[src/rtl/fifo_rd_packer.sv]
// fifo_rd_packer
// Drains DATA_WIDTH-bit entries from a sync_fifo read port and packs
// PACK_RATIO consecutive entries into one wide word on a valid/ready output.
// Partial words go out on an explicit flush or after TIMEOUT idle cycles,
// with out_keep marking the populated low lanes.
//
// Ports:
//   clk, rst_n  : clock (rising edge), asynchronous active-low reset
//   fifo_empty  : FIFO empty flag
//   fifo_rd_en  : FIFO read strobe (combinational)
//   fifo_data   : FIFO read data, valid the cycle after fifo_rd_en
//   flush       : single-cycle request to emit the current partial word
//   out_valid   : output word valid
//   out_ready   : downstream accept
//   out_data    : packed word, lane 0 (first entry) in the low bits
//   out_keep    : per-lane valid mask
module fifo_rd_packer #(
  parameter int unsigned DATA_WIDTH = 8,
  parameter int unsigned PACK_RATIO = 4,
  parameter int unsigned TIMEOUT    = 16
) (
  input  logic                             clk,
  input  logic                             rst_n,
  input  logic                             fifo_empty,
  output logic                             fifo_rd_en,
  input  logic [DATA_WIDTH-1:0]            fifo_data,
  input  logic                             flush,
  output logic                             out_valid,
  input  logic                             out_ready,
  output logic [DATA_WIDTH*PACK_RATIO-1:0] out_data,
  output logic [PACK_RATIO-1:0]            out_keep
);

  localparam int unsigned OW = DATA_WIDTH * PACK_RATIO;
  localparam int unsigned CW = $clog2(PACK_RATIO + 1);
  localparam int unsigned IW = (TIMEOUT > 0) ? $clog2(TIMEOUT + 1) : 1;
  localparam logic [CW-1:0] CNT_FULL = CW'(PACK_RATIO);
  localparam logic [IW-1:0] IDLE_MAX = IW'(TIMEOUT);

  logic [CW-1:0]         cnt_q, cnt_d;
  logic                  pend_q, pend_d;
  logic                  flush_req_q, flush_req_d;
  logic [IW-1:0]         idle_q, idle_d;
  logic [OW-1:0]         acc_q, acc_d;
  logic                  out_valid_q, out_valid_d;
  logic [OW-1:0]         out_data_q, out_data_d;
  logic [PACK_RATIO-1:0] out_keep_q, out_keep_d;

  logic                  rd_en;
  logic                  out_free;
  logic [CW-1:0]         cnt_cap;
  logic [OW-1:0]         acc_w;
  logic [OW-1:0]         part_word;
  logic [PACK_RATIO-1:0] part_keep;
  logic                  full_load;
  logic                  part_load;
  logic                  timeout_hit;
  logic                  flush_set;

  always_comb begin
    // Never issue a read that could overflow the accumulator, counting the
    // one already in flight; this is what costs one bubble per word.
    rd_en    = rst_n && !fifo_empty && !flush_req_q && ((cnt_q + CW'(pend_q)) < CNT_FULL);
    out_free = !out_valid_q || out_ready;
    cnt_cap  = cnt_q + CW'(pend_q);

    // Accumulator with this cycle's capture merged in, so a completing
    // word can be loaded in the same cycle its last lane arrives.
    acc_w     = acc_q;
    part_word = '0;
    part_keep = '0;
    for (int unsigned i = 0; i < PACK_RATIO; i++) begin
      if (pend_q && (cnt_q == CW'(i))) begin
        acc_w[i*DATA_WIDTH +: DATA_WIDTH] = fifo_data;
      end
      if (CW'(i) < cnt_q) begin
        part_word[i*DATA_WIDTH +: DATA_WIDTH] = acc_q[i*DATA_WIDTH +: DATA_WIDTH];
        part_keep[i] = 1'b1;
      end
    end

    // cnt_cap == full covers both the completing capture and a word held
    // back by backpressure; the two load types are mutually exclusive.
    full_load = (cnt_cap == CNT_FULL) && out_free;
    part_load = flush_req_q && !pend_q && (cnt_q != '0) && (cnt_q != CNT_FULL) && out_free;

    cnt_d       = cnt_cap;
    pend_d      = rd_en;
    acc_d       = acc_w;
    out_valid_d = out_valid_q;
    out_data_d  = out_data_q;
    out_keep_d  = out_keep_q;

    if (out_valid_q && out_ready) begin
      out_valid_d = 1'b0;
      out_data_d  = '0;
      out_keep_d  = '0;
    end

    if (full_load) begin
      out_valid_d = 1'b1;
      out_data_d  = acc_w;
      out_keep_d  = '1;
      cnt_d       = '0;
      acc_d       = '0;
    end else if (part_load) begin
      out_valid_d = 1'b1;
      out_data_d  = part_word;
      out_keep_d  = part_keep;
      cnt_d       = '0;
      acc_d       = '0;
    end

    // Idle counter saturates at TIMEOUT so a stalled partial word cannot
    // wrap it around.
    idle_d = idle_q;
    if (pend_q || full_load || part_load || (cnt_q == '0)) begin
      idle_d = '0;
    end else if (!rd_en && (idle_q != IDLE_MAX)) begin
      idle_d = idle_q + IW'(1);
    end

    timeout_hit = (TIMEOUT != 0) && (idle_q == IDLE_MAX) && (cnt_q != '0);
    flush_set   = (flush && ((cnt_q != '0) || pend_q)) || timeout_hit;

    // A pending flush is finished once nothing is left to emit; this also
    // drops a flush that raced a full-word completion without an empty word.
    flush_req_d = flush_req_q || flush_set;
    if ((cnt_d == '0) && !pend_d) begin
      flush_req_d = 1'b0;
    end
  end

  always_ff @(posedge clk or negedge rst_n) begin
    if (!rst_n) begin
      cnt_q       <= '0;
      pend_q      <= 1'b0;
      flush_req_q <= 1'b0;
      idle_q      <= '0;
      acc_q       <= '0;
      out_valid_q <= 1'b0;
      out_data_q  <= '0;
      out_keep_q  <= '0;
    end else begin
      cnt_q       <= cnt_d;
      pend_q      <= pend_d;
      flush_req_q <= flush_req_d;
      idle_q      <= idle_d;
      acc_q       <= acc_d;
      out_valid_q <= out_valid_d;
      out_data_q  <= out_data_d;
      out_keep_q  <= out_keep_d;
    end
  end

  assign fifo_rd_en = rd_en;
  assign out_valid  = out_valid_q;
  assign out_data   = out_data_q;
  assign out_keep   = out_keep_q;

endmodule

[config.mk]
export PLATFORM = sky130hd
export DESIGN_NAME = fifo_rd_packer
export DESIGN_NICKNAME = d
export VERILOG_FILES = /design/src/rtl/fifo_rd_packer.sv
export SDC_FILE = /design/constraint.sdc
export NUM_CORES = 1
export LEC_CHECK = 0
export ABC_AREA = 1
export ABC_CLOCK_PERIOD_IN_PS = 2700
export BUFFER_PORTS_ARGS = -buffer_cell sky130_fd_sc_hd__buf_2
export CORE_MARGIN = 2
export CORE_UTILIZATION = 55
export CTS_BUF_LIST = sky130_fd_sc_hd__clkbuf_4
export CTS_CLUSTER_DIAMETER = 80
export DETAILED_ROUTE_END_ITERATION = 10
export PLACE_DENSITY = 0.76
export SYNTH_ARGS = -nofsm -noshare
export SYNTH_HDL_FRONTEND = slang
export SYNTH_SLANG_ARGS = --single-unit
[constraint.sdc]
create_clock -name clk -period 2.7 [get_ports clk]
set_clock_uncertainty 0.1 [all_clocks]
set_input_delay 0.27 -clock clk [delete_from_list [all_inputs] [get_ports clk]]
set_output_delay 0.27 -clock clk [all_outputs]
set_load 0.005 [all_outputs]
==> flow_summary.json, run 1 <==
{
  "status": "completed",
  "synthAdderAreaFrac": 0.0126,
  "ir_drop_mv": 0.520,
  "pwr-share-seq": 0.414,
  "worstMarginPinSlew_ns": 0.694,
  "dieArea_sq_um": 7900,
  "synthDistinctLibCells": 22,
  "maxCapViolCount": 0,
  "crit_fanout": 11,
  "start_util": 0.577,
  "p_int_w": 0.00260,
  "synth_fp_nets": 518,
  "switching_share": 0.419,
  "post_drt_via_cell_ratio": 5.52,
  "post-route-drc-count": 0,
  "die_w_um": 88.9,
  "overflow": 0,
  "drt_iter0_markers": 252,
  "whs_ns": 0.0616,
  "startpoint_type": "register",
  "synthTopCellsByCount": "nand2_1, dfrtp_1, nand3_1",
  "timing.final.crit_period_ns": 2.43,
  "syn_area_per_cell_sq_um": 7.91,
  "fin_util": 0.644,
  "crit_type": "register to output port",
  "hold_violations": 0,
  "ys_top_cells_by_area": "dfrtp_1, nand2_1, nand3_1",
  "grt_pass1_vias": 3463,
  "io_buffer_count": 50,
  "timing.rr.start": "cnt_q[0]$_DFF_PN0_",
  "detailed_place_hpwl_um": 6550,
  "crit_start": "cnt_q[0]$_DFF_PN0_",
  "synthCells": 501,
  "core_region_area_sq_um": 6870,
  "p_sw_w": 0.00188,
  "cts.path.max_buffers": 2,
  "p_leak_nw": 2.48,
  "synth_seq_area_share": 0.499,
  "place_area_sq_um": 4260,
  "wirelength_um": 9610,
  "fin_nets": 564,
  "synth_compound_area_frac": 0.0429,
  "cts_buffers": 9,
  "rows": 30,
  "yosysTopAreaCell": "dfrtp_1",
  "antenna_left": 0,
  "die_h_um": 88.9,
  "synth_xor_xnor_area_share": 0,
  "grt_pass1_wl_um": 16100,
  "report.final.slew_viol_count": 0,
  "hold_path_startpoint": "fifo_data[2]",
  "fmax_mhz": 412,
  "async_flop_share": 1.00,
  "yosys.area_share.simple": 0.352,
  "synth_top_family_by_area": "simple AND/OR/NAND/NOR gates",
  "synth.most_common_cell": "nand2_1",
  "cp.required_ns": 2.33,
  "rsz0062_at_grt": "no",
  "clock_power_share": 0.176,
  "holdCritPathClass": "input pin to register",
  "fin_crit_sh": 0.900,
  "drive_above_1_share": 0.165,
  "antenna_found_initial": 0,
  "clk_latency_ns": 0.41,
  "drt_pass1_iterations": 5,
  "ys_seq_elements": 79,
  "synth_flop_cell": "dfrtp_1",
  "end_kind": "output port",
  "synth_edf_count": 0,
  "p_per_area_nw_per_um2": 1010,
  "cts-root-buf": "clkbuf_4",
  "io_pins": 51,
  "synth_mux_area_frac": 0,
  "cp.arrival_ns": 2.06,
  "yosys_warnings": 0,
  "tritoncts": "built",
  "power_frac_comb": 0.410,
  "netlist.area_leader.share": 0.499,
  "cts_max_level": 3,
  "diodes": 0,
  "area_delta_synth_final_pct": 11.7,
  "post_cts_buffers": 0,
  "finalSetupViolCount": 0,
  "relSlewSlack": 0.536,
  "post_drt_wl_per_cell_um": 14.8,
  "grt_max_degree": 47,
  "final_area_sq_um": 4430,
  "netlist_area_sq_um": 3960,
  "clk_pin_slew_ns": 0.12,
  "cts-resized-gates": 0,
  "grt_usage": 0.265,
  "place_congestion": 0.847,
  "clkSinkCount": 79,
  "fin_tns_setup_ns": 0,
  "via_count": 3576
}
==> power groups by stage <==
stage	Sequential (W)	Clock, W	Combinational (W)
after detailed placement	0.00188	0	0.00182
after CTS	0.00185	0.000794	0.00184
after global placement	0.00186	0	0.00177
final	0.00186	0.000788	0.00184
after global routing	0.00191	0.000850	0.00211
after floorplan	0.00185	0	0.00131
==> metrics by stage <==
stage,instances,worst slack (ns),total power (W)
2_1_floorplan,501,0.811,0.00315
3_3_place_gp,631,0.486,0.00363
3_5_place_dp,631,0.410,0.00370
4_1_cts,648,0.291,0.00449
5_1_grt,648,0.148,0.00487
6_report,648,0.271,0.00448
==> cells in the final DEF, fill, tap and decap left out <==
master | synthesis | final
nand2_1 | 134 | 134
ha_1 | 4 | 4
a21oi_1 | 5 | 5
clkinv_2 | 0 | 1
dfrtp_1 | 79 | 79
nor2_2 | 3 | 3
clkbuf_4 | 0 | 11
and3_1 | 1 | 1
nand2_2 | 2 | 2
buf_4 | 2 | 12
o211ai_1 | 8 | 8
nand3_1 | 72 | 72
inv_1 | 53 | 53
buf_2 | 14 | 49
nand3_2 | 3 | 3
dlygate4sd3_1 | 0 | 1
nor2_4 | 4 | 4
nor2_1 | 45 | 45
o21ai_0 | 15 | 15
inv_2 | 4 | 4
nand4_1 | 40 | 40
clkinv_1 | 0 | 2
bufinv_16 | 0 | 2
o21ai_1 | 2 | 2
==> final timing paths <==
| path | end | slack (ns) | cells after the start |
|---|---|---|---|
| max | fifo_rd_en | 0.27 | 8 |
| min | out_data[26]$_DFFE_PN0P_ | 0.06 | 3 |
| max reg2reg | out_data[21]$_DFFE_PN0P_ | 0.37 | 8 |
| min reg2reg | out_keep[1]$_DFFE_PN0P_ | 0.39 | 2 |
| max in group asynchronous | acc_q[12]$_DFF_PN0_ | 1.15 | 4 |
| min in group asynchronous | out_data[14]$_DFFE_PN0P_ | 0.36 | 3 |
==> worst max-delay path, stage by stage (launching register included) <==
cell and delay (ns):
dfrtp_1 0.44, ha_1 0.21, ha_1 0.21, inv_1 0.08, nand2_1 0.06, nand2_2 0.11
nand2_1 0.23, inv_1 0.17, buf_2 0.13
==> layer usage <==
layer,vias to the layer above,GRT usage,share of wire
met1,1705,0.378,0.46
met4,0,0.0909,0.017
li1,1730,-,-
met5,-,0,0
met3,16,0.0317,0.061
met2,125,0.421,0.46
==> sequential cells by signal (all words and copies together), names as in the netlist <==
name	count
idle_q	5
cnt_q	3
flush_req_q	1
pend_q	1
out_valid	1
acc_q	32
out_keep	4
out_data	32
==> repair_timing <==
| action | 4_1_cts | 5_1_grt |
|---|---|---|
| endpoints found under the setup margin | 0 | 0 |
| hold buffers | 1 | 0 |
| endpoints found under the hold margin | 33 | 0 |
==> logic make-up after synthesis <==
group,count (synthesis)
DFF,79
adders and majority gates,4
AOI/OAI and AO/OA,30
and+or+nand+nor,304
buffers and inverters,84
==> layout make-up <==
type,count,area (sq um)
tap,96,120
timing repair buffer,62,345
clock inverter,5,72.6
multi-input combinational,338,1620
clock buffer,11,82.6
sequential,79,1980
inverter,57,214
fill,623,2440
No activity file was read; power rests on OpenSTA's default activity.
==> run 2: changes to the inputs <==
- ABC_AREA: 1 -> 0
- PLACE_DENSITY: 0.76 -> 0.77
==> run 2 against run 1 <==
  * The flow now finishes with violations (negative hold slack)
  * Clock-buffer cell count is 1 lower
  * First-iteration DRC count is 21% lower
  * Via count shrank 22%
  * Routed wire length decreased by 14%
  * Non-clock buffer count is 3 higher
  * Highest routed layer unchanged
==> flow_summary.json, run 2 <==
{
  "grt_usage": 0.246,
  "drt_pass1_iterations": 4,
  "post-route-drc-count": 0,
  "startpoint_type": "register",
  "tritoncts": "built",
  "status": "finished, violations left",
  "multi_input_area_sq_um": 1500,
  "timing.rr.start": "cnt_q[0]$_DFF_PN0_",
  "fin_crit_sh": 0.938,
  "ys_top_cells_by_area": "dfrtp_1, a221o_1, mux2i_1",
  "nFillCells": 528,
  "ir_drop_mv": 0.584,
  "clk_pin_slew_ns": 0.12,
  "synthTopCellsByCount": "dfrtp_1, nor2_1, nand2_1",
  "crit_buf_inv": 0,
  "synthCells": 331,
  "fmax_mhz": 395,
  "grt_pass1_vias": 2661,
  "die_h_um": 84.7,
  "area_delta_synth_final_pct": 14.2,
  "cp.arrival_ns": 2.78,
  "holdCritPathClass": "input pin to async pin",
  "place_area_sq_um": 3960,
  "rows": 29,
  "grt_max_degree": 80,
  "seqCellArea_sq_um": 1980,
  "post_drt_wl_per_cell_um": 17.8,
  "crit_path_cell_trace": "ha_1, ha_1, xor2_1, and3_1, nor3_1, a221o_1",
  "detailed_place_hpwl_um": 5590,
  "synthDistinctLibCells": 46,
  "synth.most_common_cell": "dfrtp_1",
  "switching_share": 0.380,
  "crit_family": "simple AND/OR/NAND/NOR gates",
  "synth_seq_area_share": 0.552,
  "cpMaxStageDelayCell": "nor3_1",
  "slowest_delay_ns": 0.80,
  "async_flop_share": 1.00,
  "rsz0062_at_grt": "no",
  "fin_nets": 402,
  "timing.final.crit_period_ns": 2.53,
  "whs_ns": -0.0199,
  "core_region_area_sq_um": 6310,
  "io_buffer_count": 50,
  "cts_max_level": 3,
  "finalSetupViolCount": 0,
  "clock_power_share": 0.164,
  "syn_area_per_cell_sq_um": 10.8,
  "antenna_left": 0,
  "clkSinkCount": 79,
  "start_util": 0.567,
  "crit_fanout": 8,
  "relSlewSlack": 0.337,
  "cts.path.max_buffers": 2,
  "worstMarginPinSlew_ns": 0.992,
  "antenna_found_initial": 0,
  "synth_flop_cell": "dfrtp_1",
  "cts_buffers": 9,
  "crit_type": "register to register",
  "overflow": 0,
  "netlist_area_sq_um": 3580,
  "yosys_warnings": 0,
  "p_per_area_nw_per_um2": 998,
  "yosysTopAreaCell": "dfrtp_1",
  "synth_fp_nets": 348,
  "p_int_w": 0.00253,
  "drive_above_1_share": 0.229,
  "violations": "negative hold slack",
  "post_drt_via_cell_ratio": 5.99,
  "ys_seq_elements": 79,
  "wirelength_um": 8290,
  "critPathMostFrequentCell": "ha_1",
  "post_cts_buffers": 0,
  "die_w_um": 84.7,
  "diodes": 0,
  "p_leak_nw": 2.00,
  "hold_violations": 9,
  "netlist.area_leader.share": 0.552,
  "cp.required_ns": 2.95,
  "place_congestion": 0.808,
  "pwr-share-seq": 0.444,
  "synth_edf_count": 0,
  "end_kind": "register",
  "maxCapViolCount": 0,
  "cts-hold-fix-buffers": 0,
  "p_sw_w": 0.00155,
  "final_area_sq_um": 4090,
  "drt_iter0_markers": 200,
  "crit_start": "cnt_q[0]$_DFF_PN0_",
  "grt_pass1_wl_um": 13700,
  "power_frac_comb": 0.392,
  "layout_common_cells": "dfrtp_1, nor2_1, buf_2",
  "fin_tns_setup_ns": 0,
  "final_common_cell": "dfrtp_1",
  "clk_latency_ns": 0.41,
  "via_count": 2792,
  "cts-resized-gates": 0,
  "io_pins": 51,
  "report.final.slew_viol_count": 0,
  "dieArea_sq_um": 7170,
  "cts-root-buf": "clkbuf_4"
}
run 2: changes by cell type in the layout (fill, tap and decap cells not counted), moves of 8 or more:
cell and delta:
mux2i_1 +24, inv_1 -50, a31oi_1 +8, nand3_1 -69, nand2_1 -106, a221o_1 +24, nand4_1 -39, nor2_1 +11
nor4_1 +8, o21ai_0 -11, a21oi_1 +11
run 2: path summary, 6_finish.rpt:
| kind | endpoint | slack [ns] | depth (start not counted) |
|---|---|---|---|
| min in group clk | acc_q[2]$_DFF_PN0_ | 0.06 | 3 |
| max in group asynchronous | idle_q[0]$_DFFE_PN0P_ | 1.87 | 2 |
| min reg2reg | out_keep[1]$_DFFE_PN0P_ | 0.39 | 1 |
| min | idle_q[4]$_DFFE_PN0P_ | -0.02 | 2 |
| max reg2reg | out_data[28]$_DFFE_PN0P_ | 0.17 | 6 |
| max | out_data[28]$_DFFE_PN0P_ | 0.17 | 6 |
run 2: per-layer routing:
layer	part of all wire	vias up	global-route usage
met4	0.0062	0	0.0606
met1	0.45	1398	0.355
met5	0	-	0
met2	0.49	81	0.388
li1	-	1309	-
met3	0.056	4	0.0501
run 2: power by group through the flow:
stage | combinational [W] | sequential (W) | clock, W
3_5_place_dp | 0.00160 | 0.00183 | 0
5_1_grt | 0.00177 | 0.00186 | 0.000750
4_1_cts | 0.00160 | 0.00181 | 0.000692
3_3_place_gp | 0.00154 | 0.00181 | 0
2_1_floorplan | 0.00105 | 0.00180 | 0
6_report | 0.00160 | 0.00181 | 0.000670
run 2: kinds of logic after synthesis:
| kind of cell | count (synthesis) | synth area share |
|---|---|---|
| compound gates | 71 | 0.151 |
| xor+xnor | 5 | 0.0122 |
| fa+ha+maj | 4 | 0.0140 |
| buf+inv | 25 | 0.0357 |
| flops | 79 | 0.552 |
| mux | 24 | 0.0671 |
| simple gates | 123 | 0.167 |
run 2: final cells by class:
class                   count  share of cell area
flip-flops and latches     79               0.484
multi-input cells         227               0.367
repair buffers             65              0.0925
well taps                  77              0.0236
clock buffers              10              0.0184
clock inverters             5              0.0122
inverters                   3             0.00276
run 2: through the flow:
stage,cells,setup WS (ns),util,total power [W]
after floorplan,331,0.502,-,0.00285
after global placement,451,0.250,0.627,0.00336
after detailed placement,451,0.184,0.627,0.00343
after CTS,466,0.146,0.647,0.00410
after global routing,466,0.0162,0.647,0.00437
final,466,0.166,0.647,0.00408
